File: config.mk
export PLATFORM = sky130hd
export DESIGN_NAME = aes_key_sequencer
export DESIGN_NICKNAME = d
export VERILOG_FILES = /design/src/rtl/aes_key_sequencer.sv
export SDC_FILE = /design/constraint.sdc
export NUM_CORES = 1
export LEC_CHECK = 0
export ABC_AREA = 0
export BUFFER_PORTS_ARGS = -buffer_cell sky130_fd_sc_hd__buf_4
export CAP_MARGIN = 10
export CORE_AREA = 2 2 293 295
export CTS_CLUSTER_SIZE = 30
export DETAILED_ROUTE_END_ITERATION = 7
export DIE_AREA = 0 0 295 297
export PLACE_DENSITY = 0.52
export SLEW_MARGIN = 15
export SYNTH_ARGS = -nofsm -noshare
export SYNTH_HDL_FRONTEND = slang
export SYNTH_SLANG_ARGS = --single-unit
File: constraint.sdc
create_clock -name clk -period 2.58 [get_ports clk]
set_clock_uncertainty 0.15 [all_clocks]
set_input_delay 0.258 -clock clk [delete_from_list [all_inputs] [get_ports clk]]
set_output_delay 0.258 -clock clk [all_outputs]
set_load 0.01 [all_outputs]
File: src/rtl/aes_key_sequencer.sv
// aes_key_sequencer: fetches a 128-bit key word by word, launches the AES core and captures its result
// with an optional RUN-phase timeout that aborts to IDLE with a sticky error flag.
module aes_key_sequencer #(
    parameter int TIMEOUT = 1024
) (
    input  logic         clk,
    input  logic         nrst,
    input  logic         aes_start,
    input  logic [31:0]  AES_D0_I,
    input  logic [31:0]  AES_D1_I,
    input  logic [31:0]  AES_D2_I,
    input  logic [31:0]  AES_D3_I,
    input  logic [31:0]  AES_key_addr_I,
    output logic         mem_req,
    output logic [31:0]  mem_addr,
    input  logic [31:0]  mem_rdata,
    input  logic         mem_ack,
    output logic         core_start,
    output logic [127:0] core_key,
    output logic [127:0] core_din,
    input  logic [127:0] core_dout,
    input  logic         core_done,
    output logic [31:0]  AES_Res0_O,
    output logic [31:0]  AES_Res1_O,
    output logic [31:0]  AES_Res2_O,
    output logic [31:0]  AES_Res3_O,
    output logic         aes_done,
    output logic         busy,
    output logic         aes_err
);
    typedef enum logic [1:0] {IDLE, FETCH, RUN, DONE} state_t;
    state_t           state, state_d;
    logic [1:0]       idx;
    logic [31:0]      addr_q, tcnt;
    logic [3:0][31:0] key_q;
    logic [127:0]     din_q, res_q;
    logic             err_q, tmo;
    assign tmo = (TIMEOUT > 0) && (tcnt == 32'(TIMEOUT - 1));
    always_comb begin
        state_d = state == IDLE  ? (aes_start ? FETCH : IDLE) :
                  state == FETCH ? (mem_ack && idx == 2'd3 ? RUN : FETCH) :
                  state == RUN   ? (core_done ? DONE : tmo ? IDLE : RUN) : IDLE;
    end
    always_ff @(posedge clk or negedge nrst) begin
        if (!nrst) state <= IDLE;
        else       state <= state_d;
    end
    // key word 0 lands in the top slice, so word index i maps to packed element 3-i
    always_ff @(posedge clk or negedge nrst) begin
        if (!nrst) begin
            idx    <= '0;
            addr_q <= '0;
            tcnt   <= '0;
            key_q  <= '0;
            din_q  <= '0;
            res_q  <= '0;
            err_q  <= 1'b0;
        end else begin
            if (state == IDLE && aes_start) begin
                din_q  <= {AES_D0_I, AES_D1_I, AES_D2_I, AES_D3_I};
                addr_q <= AES_key_addr_I;
                idx    <= '0;
                err_q  <= 1'b0;
            end
            if (state == FETCH && mem_ack) begin
                key_q[~idx] <= mem_rdata;
                idx         <= idx + 2'd1;
            end
            tcnt <= state == RUN ? tcnt + {31'd0, ~&tcnt} : '0;
            if (state == RUN && core_done) res_q <= core_dout;
            if (state == RUN && !core_done && tmo) err_q <= 1'b1;
        end
    end
    assign busy       = state != IDLE;
    assign mem_req    = state == FETCH;
    assign mem_addr   = addr_q + {28'd0, idx, 2'b00};
    assign core_start = state == RUN && tcnt == '0;
    assign core_key   = key_q;
    assign core_din   = din_q;
    assign aes_done   = state == DONE;
    assign aes_err    = err_q;
    assign AES_Res0_O = res_q[127:96];
    assign AES_Res1_O = res_q[95:64];
    assign AES_Res2_O = res_q[63:32];
    assign AES_Res3_O = res_q[31:0];
endmodule

==> flow_summary.ini, run 1 <==
[logic_synthesis]
avgSynthCellArea_um2 = 11.86
synth.area.top_cells = dfrtp_1, mux2_2, nand2_1
ys_seq_area_share_pct = 62.40
synthesis.nets = 1866
synth_seq_cells = 453
synth_warnings = 0
synth_top_area_share_pct = 62.40
syn_inst = 1532
synthDistinctLibCells = 42
ys.flop_type = dfrtp_1
synth.largest_area_cell = dfrtp_1
async_flop_share_pct = 100.0
syn_area_mm2 = 0.01817
synth_edf_count = 0

[cts]
clk_pin_slew_ns = 0.06
htree_levels = 2
cts_max_path_buffers = 3
clock_latency_ns = 0.59
root_buffer = clkbuf_16
numCtsBuffers = 53
tritoncts = built
cts_sinks = 453

[pwr]
ir_drop_v = 0.0005460
power_frac_seq_pct = 36.6
p_int_uw = 22090
leakage_uw = 0.01521
swShare_pct = 34.69
clkPwrFrac_pct = 21.8
power.switching_uw = 11730
power_density_mw_per_mm2 = 1085
power.share.combinational_pct = 41.7

[drt]
vias = 15960
drt_wl_total_mm = 71.69
avgViaCountPerCell = 4.119
drtIter0Drc = 800
postRouteAntennaNets = 0
drc = 0
first_pass_iters = 5
wire_per_inst_um = 18.50

[finish]
areaGrowthSynthToFinish_pct = 71.62
fin_nets = 3018
fill_cells = 8293
multi_input_area_mm2 = 0.006698
seqCellArea_mm2 = 0.01134
drive_gt1_share_pct = 45.12
final_cells = 3875
final_util_pct = 36.91
final_cell_area_mm2 = 0.03118
final_cell_mix = buf_4, nand2_1, dfrtp_1, dlygate4sd3_1, mux2_2
layout.cells.most_common = buf_4

[sta]
fmax_ghz = 0.3235
post-route-min-period_ns = 3.091
tightest_slew_ns = 0.5164
post-route-period-util_pct = 119.8
setup_ws_ns = -0.5110
slew_viol_final = 0
finalHoldViolCount = 0
slew-limit-headroom_pct = 65.57
setup_viol = 25
holdWs_ns = 0.1533
grt_setup_unrepaired = true

[worst_setup_path]
crit_required_ns = 2.17
path_delay_family = adder cells
cpMaxStageDelayCell = dfrtp_1
rrSetupSlack_ns = 0.14
critPathKind = register to primary output
max_stage_delay_ns = 0.36
crit_arrival_ns = 2.68
startpoint_type = register
worst-path-buf-inv = 4
end_kind = primary output
crit_chain = ha_2 -> inv_2 -> fa_2 -> nand3b_1 -> nor3_4 -> buf_12 -> buf_12 -> nand4_1 -> xnor2_1 -> buf_4
critPathMaxFanout = 5
crit_top_cell = buf_12

[placement]
dp_hpwl_mm = 52.30
postPlaceCellArea_mm2 = 0.02562
dp_slack_ns = -0.02942
gp_congestion = 0.8451
port_buffers = 745
place_inst = 3421

[floorplan]
core_area_mm2 = 0.08448
io_pins = 746
die_h_um = 297
num_rows = 107
chipWidth_um = 295
dieArea_mm2 = 0.08762
initial_utilization_pct = 21.51

[global_route]
grtUsageTotal_pct = 15.89
grt_pass1_vias = 17300
grt.overflow.total = 0
grt_max_degree = 90
antenna_found_initial = 10
grt_pass1_wl_mm = 107.0

[hold_path]
hold_class = primary input to async pin

[job]
maxCapViolCount = 0

[outcome]
status = finished, violations left
violations = setup timing
-- state kept, by name, indices dropped and copies added (netlist names) --
| signal | count |
|---|---|
| tcnt | 32 |
| core_key | 128 |
| idx | 2 |
| aes_err | 1 |
| state | 2 |
| res_q | 128 |
| core_din | 128 |
| addr_q | 32 |
-- repair_timing --
item                                    4_1_cts  5_1_grt
endpoints found under the setup margin       27       50
pin swaps                                    15        6
setup buffers                                 9        4
hold buffers                                337        0
cloned                                        2        0
gates resized for setup                      41       24
hold endpoints to repair                    827        0
-- stage by stage --
step,power (uW),TNS [ns]
floorplan,17680,0
global placement,25620,0
detailed placement,25860,-0.04403
CTS,34150,-8.496
global route,35770,-11.64
finish,33820,-8.294
-- worst paths after layout --
kind,startpoint,to,cells past startpoint
setup / recovery,idx[0],mem_addr[26],10
hold reg to reg,core_din[30],core_din[30],2
max in group asynchronous,nrst,res_q[112],3
min in group clk,AES_D1_I[26],core_din[90],4
setup reg to reg,tcnt[26],tcnt[25],9
hold / removal,nrst,core_key[9],3
-- layer usage --
layer | vias to the layer above | wire (um) | track usage (%)
li1 | 7422 | - | -
met1 | 7914 | 28180 | 18.63
met2 | 516 | 36940 | 28.53
met3 | 109 | 4606 | 3.900
met4 | 2 | 1950 | 4.483
met5 | - | 13 | 0
-- tightest hold or removal path: cells and delay by family --
| kind | cells | cell delay [ns] |
|---|---|---|
| buffers and inverters | 3 | 0.98 |
-- cell usage after synthesis, types with 3 or more instances --
| library cell | instances |
|---|---|
| nand3_1 | 21 |
| xor2_1 | 8 |
| o41ai_1 | 4 |
| buf_6 | 6 |
| and4_1 | 6 |
| o21ai_0 | 9 |
| or4_1 | 7 |
| mux2i_1 | 3 |
| o311ai_0 | 4 |
| a21oi_1 | 11 |
| mux2_2 | 257 |
| clkbuf_1 | 32 |
| and2_1 | 7 |
| nand4_1 | 26 |
| o31ai_1 | 6 |
| nor3_1 | 5 |
| dfrtp_1 | 453 |
| ha_1 | 8 |
| or3_1 | 6 |
| nand2_1 | 510 |
| and3_1 | 7 |
| nor4_1 | 11 |
| xnor2_1 | 32 |
| nor2_1 | 22 |
| inv_1 | 10 |
| buf_2 | 32 |
| nand2b_1 | 8 |
-- power groups by stage --
stage	sequential [uW]	combinational, uW	clock (uW)
after floorplan	13400	4250	0
after global placement	12300	13400	0
after detailed placement	12400	13500	0
after CTS	12300	14200	7620
after global routing	12800	15100	7880
final	12400	14100	7360
-- layout make-up --
type,count,area share (%)
Antenna cell,7,0.05618
Clock buffer,75,4.904
Clock inverter,20,0.5618
Inverter,10,0.1204
Multi-Input combinational cell,995,21.48
Sequential cell,453,36.37
Tap cell,1144,4.591
Timing Repair Buffer,1171,31.92
-- cell families after synthesis --
kind of cell,after synthesis,synth area share [%]
DFF,453,62.40
AOI/OAI and AO/OA,37,1.322
buffers and inverters,84,2.259
xor gates and xnor gates,40,1.928
and+or+nand+nor,649,15.34
adders and majority gates,9,0.6612
muxes,260,16.10
Note: power is estimated with default switching activity, not from simulation.
==> run 2: changes to the inputs <==
- RECOVER_POWER: unset -> 25
==> run 2 against run 1 <==
Net effect:
- the run ends with capacitance limit, slew limit, setup timing left
- worst hold slack better by 0.090 ns
- clock power about the same
- register-to-register slack about the same
- critical path depth unchanged
- design area down 0.37%
- via count about the same
- largest cell class unchanged
- sequential cell count unchanged
- cell count unchanged
- critical path type unchanged
- sequential share of layout area up 0.13 points
- power about the same
==> flow_summary.ini, run 2 (synthesis gave the netlist of run 1 again) <==
[outcome]
status = finished, violations left
violations = capacitance limit, slew limit, setup timing

[drt]
wire_per_inst_um = 18.51
vias = 15970
first_pass_iters = 5
avgViaCountPerCell = 4.121
drtIter0Drc = 729
drc = 0
postRouteAntennaNets = 0
drt_wl_total_mm = 71.73

[sta]
setup_ws_ns = -0.5044
finalHoldViolCount = 0
setup_viol = 25
slew_viol_final = 25
tightest_slew_ns = 1.605
grt_setup_unrepaired = true
post-route-period-util_pct = 119.6
post-route-min-period_ns = 3.084
slew-limit-headroom_pct = -6.976
fmax_ghz = 0.3242
holdWs_ns = 0.2434

[cts]
clk_pin_slew_ns = 0.06
cts_sinks = 453
numCtsBuffers = 53
cts_max_path_buffers = 3
htree_levels = 2
clock_latency_ns = 0.59
root_buffer = clkbuf_16
tritoncts = built

[worst_setup_path]
critPathMaxFanout = 5
startpoint_type = register
r2r-start = tcnt[26]
critPathKind = register to primary output
end_kind = primary output
reg2reg_depth = 9
crit_required_ns = 2.17
r2r_end = tcnt[25]
rrSetupSlack_ns = 0.14
crit_arrival_ns = 2.68

[finish]
final_cell_mix = buf_4, nand2_1, dfrtp_1, dlygate4sd3_1, mux2_2
final_util_pct = 36.77
fin_nets = 3018
final_cell_area_mm2 = 0.03106
drive_gt1_share_pct = 45.01
final_cells = 3875
layout.cells.most_common = buf_4
fill_cells = 8312
areaGrowthSynthToFinish_pct = 70.99

[floorplan]
io_pins = 746
core_area_mm2 = 0.08448
num_rows = 107
dieArea_mm2 = 0.08762
initial_utilization_pct = 21.51
die_h_um = 297
chipWidth_um = 295

[pwr]
leakage_uw = 0.01516
ir_drop_v = 0.0005454
power_density_mw_per_mm2 = 1088

[global_route]
antenna_found_initial = 10
met1_usage_pct = 18.63
grtUsageTotal_pct = 15.89
grt_pass1_wl_mm = 107.0
groute.layer.met3.usage_pct = 3.900
grt.overflow.total = 0
busiest_layer = met2
grt_pass1_vias = 17300
grt_max_degree = 90
grt.met2_usage_pct = 28.53

[placement]
gp_congestion = 0.8451
dp_hpwl_mm = 52.30
dp_slack_ns = -0.02942
place_inst = 3421
postPlaceCellArea_mm2 = 0.02562
port_buffers = 745

[job]
maxCapViolCount = 1

[hold_path]
hp-start = AES_D1_I[26]
hold_path_end = core_din[90]
hold_class = primary input to register
worstHoldPathCells = 4
run 2: cell types whose count changed in the layout (fill, tap and decap cells not counted), sizes merged:
cell,before,now
buf,835,826
clkbuf,75,84
run 2: how the worst max path moves through the flow:
stage | start | endpoint | slack (ns)
2_1_floorplan | tcnt[2] | tcnt[20] | 0.07
3_3_place_gp | tcnt[26] | tcnt[26] | 0.09
3_5_place_dp | tcnt[26] | tcnt[26] | -0.03
4_1_cts | idx[0] | mem_addr[26] | -0.52
5_1_grt | idx[0] | mem_addr[26] | -0.64
6_report | idx[0] | mem_addr[26] | -0.50
run 2: per-layer routing:
metal	vias to the layer above	share of wire [%]
met1	7914	39
met3	109	6.3
met5	-	0.018
met2	524	52
li1	7418	-
met4	2	2.7
run 2: cell type report:
cell class / count / area [um2] / area share, %
Timing Repair Buffer: 1171 / 9838 / 31.67
Inverter: 10 / 37.54 / 0.1208
Antenna cell: 7 / 17.52 / 0.05639
Sequential cell: 453 / 11340 / 36.50
Tap cell: 1144 / 1431 / 4.608
Multi-Input combinational cell: 995 / 6698 / 21.56
Clock inverter: 20 / 175.2 / 0.5639
Clock buffer: 75 / 1529 / 4.922
run 2: worst max-delay path, cell delays in order (launching register included):
cell and delay, ns:
dfrtp_1 0.36, ha_2 0.20, inv_2 0.04, fa_2 0.34
nand3b_1 0.20, nor3_4 0.18, buf_12 0.16, buf_12 0.14
nand4_1 0.12, xnor2_1 0.18, buf_4 0.15
run 2: where the power goes:
| part | leakage (uW) | internal [uW] | switching (uW) | total, uW |
|---|---|---|---|---|
| Clock | 0.000841 | 4230 | 3110 | 7350 |
| Combinational | 0.00872 | 7510 | 6560 | 14100 |
| Sequential | 0.00560 | 10300 | 2040 | 12400 |
run 2: timing repair:
action,in CTS,in global routing
buffers inserted,9,4
endpoints found under the setup margin,27,50
resized for setup,41,24
endpoints found under the hold margin,827,0
hold buffers,337,0
pin swaps,15,6
cloned,2,0
run 2: per-stage QoR:
stage / power, uW / TNS [ns]
after floorplan: 17680 / 0
after global placement: 25620 / 0
after detailed placement: 25860 / -0.04403
after CTS: 34150 / -8.496
after global routing: 35740 / -27.93
final: 33790 / -8.211
